`src/rtl/score_pkg.sv`:
```
// Shared encodings for the score bookkeeping stage.
package score_pkg;
  localparam logic [1:0] GRADE_MISS    = 2'd0;
  localparam logic [1:0] GRADE_GOOD    = 2'd1;
  localparam logic [1:0] GRADE_PERFECT = 2'd2;
  localparam logic [1:0] GRADE_RSVD    = 2'd3;

  localparam logic [0:0] IDLE = 1'b0;
  localparam logic [0:0] ADD  = 1'b1;

  localparam int BCD_MAX = 9;
endpackage

```
`src/rtl/bcd_digit_add.sv`:
```
// Single BCD digit adder: a + b + ci, decimal-corrected, with carry out.
module bcd_digit_add (
  input  logic [3:0] a,
  input  logic [3:0] b,
  input  logic       ci,
  output logic [3:0] s,
  output logic       co
);
  logic [4:0] raw;
  logic [4:0] adj;

  always_comb begin
    raw = {1'b0, a} + {1'b0, b} + {4'd0, ci};
    adj = raw + 5'd6;
    co  = raw > 5'd9;
    s   = co ? adj[3:0] : raw[3:0];
  end
endmodule

```
`src/rtl/score_accum.sv`:
```
// Hit-event score accumulator: combo tracking, digit-serial BCD add,
// saturation at all nines and a frame-stable display latch.
module score_accum
  import score_pkg::*;
#(
  parameter int NDIG        = 4,
  parameter int GOOD_PTS    = 2,
  parameter int PERFECT_PTS = 5,
  parameter int COMBO_X2    = 10
) (
  input  logic              clk,
  input  logic              rst,
  input  logic              hit_valid,
  output logic              hit_ready,
  input  logic [1:0]        hit_grade,
  input  logic              frame_start,
  input  logic              clear,
  output logic [4*NDIG-1:0] disp_digits,
  output logic [7:0]        combo,
  output logic              sat
);
  localparam int IW = (NDIG > 1) ? $clog2(NDIG) : 1;
  localparam logic [IW-1:0] LAST = IW'(NDIG - 1);

  logic [NDIG-1:0][3:0] work;
  logic [NDIG-1:0][3:0] disp;
  logic [0:0]           state;
  logic [IW-1:0]        idx;
  logic                 carry;
  logic                 pass2;
  logic                 pend;
  logic [3:0]           pts;
  logic [7:0]           combo_r;
  logic                 sat_r;

  logic       accept;
  logic       scoring;
  logic [7:0] combo_nxt;
  logic [3:0] add_b;
  logic [3:0] sum;
  logic       cout;

  assign hit_ready = (state == IDLE) && !clear;
  assign accept    = hit_valid && hit_ready;
  assign scoring   = (hit_grade == GRADE_GOOD) || (hit_grade == GRADE_PERFECT);
  assign combo_nxt = (combo_r == 8'hFF) ? combo_r : combo_r + 8'd1;
  // Points enter only at the least significant digit; higher digits just ripple carry.
  assign add_b     = (idx == '0) ? pts : 4'd0;

  bcd_digit_add u_add (
    .a  (work[idx]),
    .b  (add_b),
    .ci (carry),
    .s  (sum),
    .co (cout)
  );

  always_ff @(posedge clk or posedge rst) begin
    if (rst) begin
      work    <= '0;
      disp    <= '0;
      state   <= IDLE;
      idx     <= '0;
      carry   <= 1'b0;
      pass2   <= 1'b0;
      pend    <= 1'b0;
      pts     <= 4'd0;
      combo_r <= 8'd0;
      sat_r   <= 1'b0;
    end else if (clear) begin
      work    <= '0;
      disp    <= '0;
      state   <= IDLE;
      idx     <= '0;
      carry   <= 1'b0;
      pass2   <= 1'b0;
      pend    <= 1'b0;
      combo_r <= 8'd0;
      sat_r   <= 1'b0;
    end else if (state == IDLE) begin
      // Work is untouched on the accept edge, so a coincident frame shows the pre-hit score.
      if (frame_start || pend) begin
        disp <= work;
        pend <= 1'b0;
      end
      if (accept) begin
        if (hit_grade == GRADE_MISS) begin
          combo_r <= 8'd0;
        end else if (scoring) begin
          combo_r <= combo_nxt;
          if (!sat_r) begin
            state <= ADD;
            idx   <= '0;
            carry <= 1'b0;
            pts   <= (hit_grade == GRADE_PERFECT) ? 4'(PERFECT_PTS) : 4'(GOOD_PTS);
            pass2 <= {24'd0, combo_nxt} >= 32'(COMBO_X2);
          end
        end
      end
    end else begin
      if (frame_start)
        pend <= 1'b1;
      work[idx] <= sum;
      carry     <= cout;
      if (idx == LAST) begin
        idx   <= '0;
        carry <= 1'b0;
        if (cout) begin
          // Overflow past the top digit pins the score at all nines and ends every pass.
          work  <= {NDIG{4'(BCD_MAX)}};
          sat_r <= 1'b1;
          state <= IDLE;
        end else if (pass2) begin
          pass2 <= 1'b0;
        end else begin
          state <= IDLE;
        end
      end else begin
        idx <= idx + 1'b1;
      end
    end
  end

  assign disp_digits = disp;
  assign combo       = combo_r;
  assign sat         = sat_r;
endmodule

```
`config.mk`:
```
export PLATFORM = sky130hd
export DESIGN_NAME = score_accum
export DESIGN_NICKNAME = d
export VERILOG_FILES = /design/src/rtl/score_pkg.sv /design/src/rtl/bcd_digit_add.sv /design/src/rtl/score_accum.sv
export SDC_FILE = /design/constraint.sdc
export NUM_CORES = 1
export LEC_CHECK = 0
export ABC_AREA = 1
export BUFFER_PORTS_ARGS = -buffer_cell sky130_fd_sc_hd__buf_2
export CORE_MARGIN = 2
export CORE_UTILIZATION = 44
export CTS_BUF_LIST = sky130_fd_sc_hd__clkbuf_2 sky130_fd_sc_hd__clkbuf_4 sky130_fd_sc_hd__clkbuf_8
export DETAILED_ROUTE_END_ITERATION = 10
export MAX_ROUTING_LAYER = met4
export PLACE_DENSITY = 0.68
export SYNTH_ARGS = -nofsm -noshare
export SYNTH_HDL_FRONTEND = slang
export SYNTH_SLANG_ARGS = --single-unit
```
`constraint.sdc`:
```
create_clock -name clk -period 7.8 [get_ports clk]
set_input_delay 0.39 -clock clk [delete_from_list [all_inputs] [get_ports clk]]
set_output_delay 0.39 -clock clk [all_outputs]
set_load 0.01 [all_outputs]
```
==> metrics.txt <==
Data arrival, critical path=4.24 ns; Core ar.=6314 sq um; drt first pass iters=4; worst hold path class=primary input to asynchronous set/reset pin; final setup fails=0; Sw Share=34.39%; Critical Path Fanout Max=15; via density per instance=just over 5; Max-slew headroom=a little under a third; MaxCap Viol Count=0; Post-synth top cells=nand2_1, inv_1, dfrtp_1; Post-Syn Instances=~370; largest net degree at the start of global routing=50; largest cells by area after synthesis=dfrtp_1, nand2_1, inv_1, ha_1, o22ai_1; die height=84.36 um; Critical Path End Type=flip-flop; die width=about 84 um; placed cells=~470; Mapped Nets=just under 400; fin crit period=4.033 ns; CP Launch Point=idx[0]$_DFFE_PP0P_; vias in the first global route=2367; CP endpoint=work[2]$_DFFE_PP0N_; #FFs+latches synth=a little under 50; final hold slack=0.3336 ns; port bufs=32; reg2reg start=idx[0]$_DFFE_PP0P_; via count=approximately 2400; Fillers=650; Syn Area/Cell=7.721 sq um; setup_tns=0 ns; Post-Layout Cell Count=about 480; Initial Utilization=a little under half; total routed wirelength=roughly 6900 um; clock latency at the later pin of the worst-skew pair=0.30 ns; H-tree level count=2; postcts setup bufs=0; final instance area=between 3000 and 4000 sq um; Fin. Hold Viols=0; Netlist Area Pre-Place=between 2000 and 3000 sq um; post-CTS sizing=0; final slew viol count=0; post-route DRC violation count=0; Peak VDD IR=roughly 110 uV; post-synthesis sequential area ratio=~43%; FF-to-FF setup slack=around 3.8 ns; initial antenna violation count=0; row count=29; worst r2r dst=work[2]$_DFFE_PP0N_; Psw=about 0.23 mW; RSZ-0062 raised after global routing=false; Clock Skew=about 0.0044 ns; status=completed; Req. time, crit path=8.00 ns; Max clock buf depth=2; Power Dens Cells=about 210 nW/um^2; clock sinks=about 50; Reg power frac=41.7%; Routed wire per std cell=around 14 um; layout cells sized above 1=between 10% and 20%; Synth cell types=36; antenna-violating nets left=0; die area=between 7000 and 8000 sq um; Slew @ Worst Pin=1.037 ns; clk slew on worst S/H paths=around 0.09 ns; fin crit share=approximately 52%; ys flop type=dfrtp_1; DP Wirelength=around 5000 um; area grow syn2layout=12.02%; R2R cell count=26; first-pass GRT wire length=about 11000 um; Synth area leader=dfrtp_1; gr usage total=20.67%; Post-synth ARST share=100.0%; CTS tree=built; TritonCTS Buffers=5; critical path type=flip-flop to flip-flop; Post-synth EDFFs=0; Synth Warn #=0; grt ovf=0; CTS Root Buffer Type=clkbuf_8; nets=420; fmax=approximately 250 MHz; combinational share of power=between 20 and 30%; io pins=33; CP startpoint kind=flip-flop; internal power=around 0.43 mW; RePlAce Congestion=between 0.9 and 1; Lkg Pwr=approximately 1.6 nW; share of the synthesized area in the top cell type=43.15%; DP Area=3063 sq um; Clk network pwr share=between 20 and 30%; top-count cell post-synth=nand2_1; initial drt markers=between 150 and 200; hold buffers post-CTS=0; diode count=0
[worst max-delay path: stages, from the launching register on]
cell and delay [ns]:
dfrtp_1 0.51, inv_2 0.26, ha_1 0.41, nand2_1 0.16
inv_1 0.12, nand3_2 0.10, nand2_1 0.07, inv_1 0.04
ha_1 0.16, inv_1 0.06, nand2_2 0.07, fa_1 0.38
inv_1 0.09, nand3_1 0.11, nand2_1 0.15, inv_1 0.06
ha_1 0.20, inv_1 0.08, nand2_1 0.06, clkinv_1 0.05
nand2_2 0.05, nand2_2 0.26, nand2_1 0.08, nand2_1 0.20
nor2_1 0.06, nand2_1 0.07, nand2_1 0.04
[worst min path at each step]
stage	from	end	slack, ns	cells after the start
after global placement	pass2$_DFFE_PP0P_	pass2$_DFFE_PP0P_	0.46	2
after floorplan	pass2$_DFFE_PP0P_	pass2$_DFFE_PP0P_	0.44	2
after global routing	rst	combo[6]$_DFFE_PP0P_	0.45	2
after CTS	rst	combo[0]$_DFFE_PP0P_	0.38	2
final	rst	combo[5]$_DFFE_PP0P_	0.33	2
after detailed placement	pass2$_DFFE_PP0P_	pass2$_DFFE_PP0P_	0.47	2
[cell type report]
| type | count | area [sq um] | share of cell area, % |
|---|---|---|---|
| clock buffers | 7 | 90.09 | 2.830 |
| clock inverters | 1 | 30.03 | 0.9434 |
| inverters | 65 | 246.5 | 7.744 |
| multi-input cells | 246 | 1319 | 41.43 |
| flip-flops and latches | 49 | 1226 | 38.52 |
| well taps | 77 | 96.34 | 3.027 |
| repair buffers | 34 | 175.2 | 5.503 |
[routing by layer]
| metal | vias to the layer above | wire [um] | GRT usage [%] | share of wire (%) |
|---|---|---|---|---|
| li1 | 1245 | - | - | - |
| met1 | 1138 | 3466 | 29.60 | 50 |
| met2 | 53 | 3043 | 30.52 | 44 |
| met3 | 10 | 243 | 2.458 | 3.5 |
| met4 | 0 | 138 | 7.215 | 2.0 |
| met5 | - | 0 | - | 0 |
[power by group through the flow]
stage | combinational [mW] | clock, mW | sequential (mW)
after floorplan | 0.145 | 0 | 0.279
after detailed placement | 0.187 | 0 | 0.280
final | 0.189 | 0.195 | 0.275
after global placement | 0.183 | 0 | 0.280
after global routing | 0.211 | 0.206 | 0.277
after CTS | 0.188 | 0.198 | 0.275
[cells by family after synthesis]
group | count (synthesis) | share of synthesized area [%]
xor gates and xnor gates | 1 | 0.3083
DFF | 49 | 43.15
muxes | 1 | 0.3523
AOI/OAI and AO/OA | 67 | 13.61
buffers and inverters | 73 | 10.44
and+or+nand+nor | 165 | 26.60
adders and majority gates | 12 | 5.548
[placed cells by master, fill, tap and decap left out, types with 2 or more instances in the layout]
master    instances
a21oi_1           9
buf_2            32
buf_4             2
clkbuf_8          6
dfrtp_1          49
ha_1             11
inv_1            58
inv_2             5
nand2_1          87
nand2_2           9
nand2_4           3
nand3_1          22
nand3_2           5
nand3b_1          2
nand4_1           2
nor2_1           29
nor2_2            2
o211ai_1          3
o21ai_0          21
o21ai_1           9
o22ai_1          19
or2_2             2
[flip-flops by register name (all words and copies together) (netlist names)]
signal,count
carry,1
combo,8
disp_digits,16
idx,2
pass2,1
pend,1
pts,2
sat,1
state,1
work,16
[metrics by stage]
step / total power [mW] / util (%) / setup slack, ns
4_1_cts: 0.6622 / 50.42 / 3.791
6_report: 0.6595 / 50.42 / 3.767
3_5_place_dp: 0.4674 / 48.51 / 3.812
3_3_place_gp: 0.4638 / 48.51 / 3.924
5_1_grt: 0.6940 / 50.42 / 3.367
2_1_floorplan: 0.4237 / - / 4.513
(Power assumes the default switching activity.)
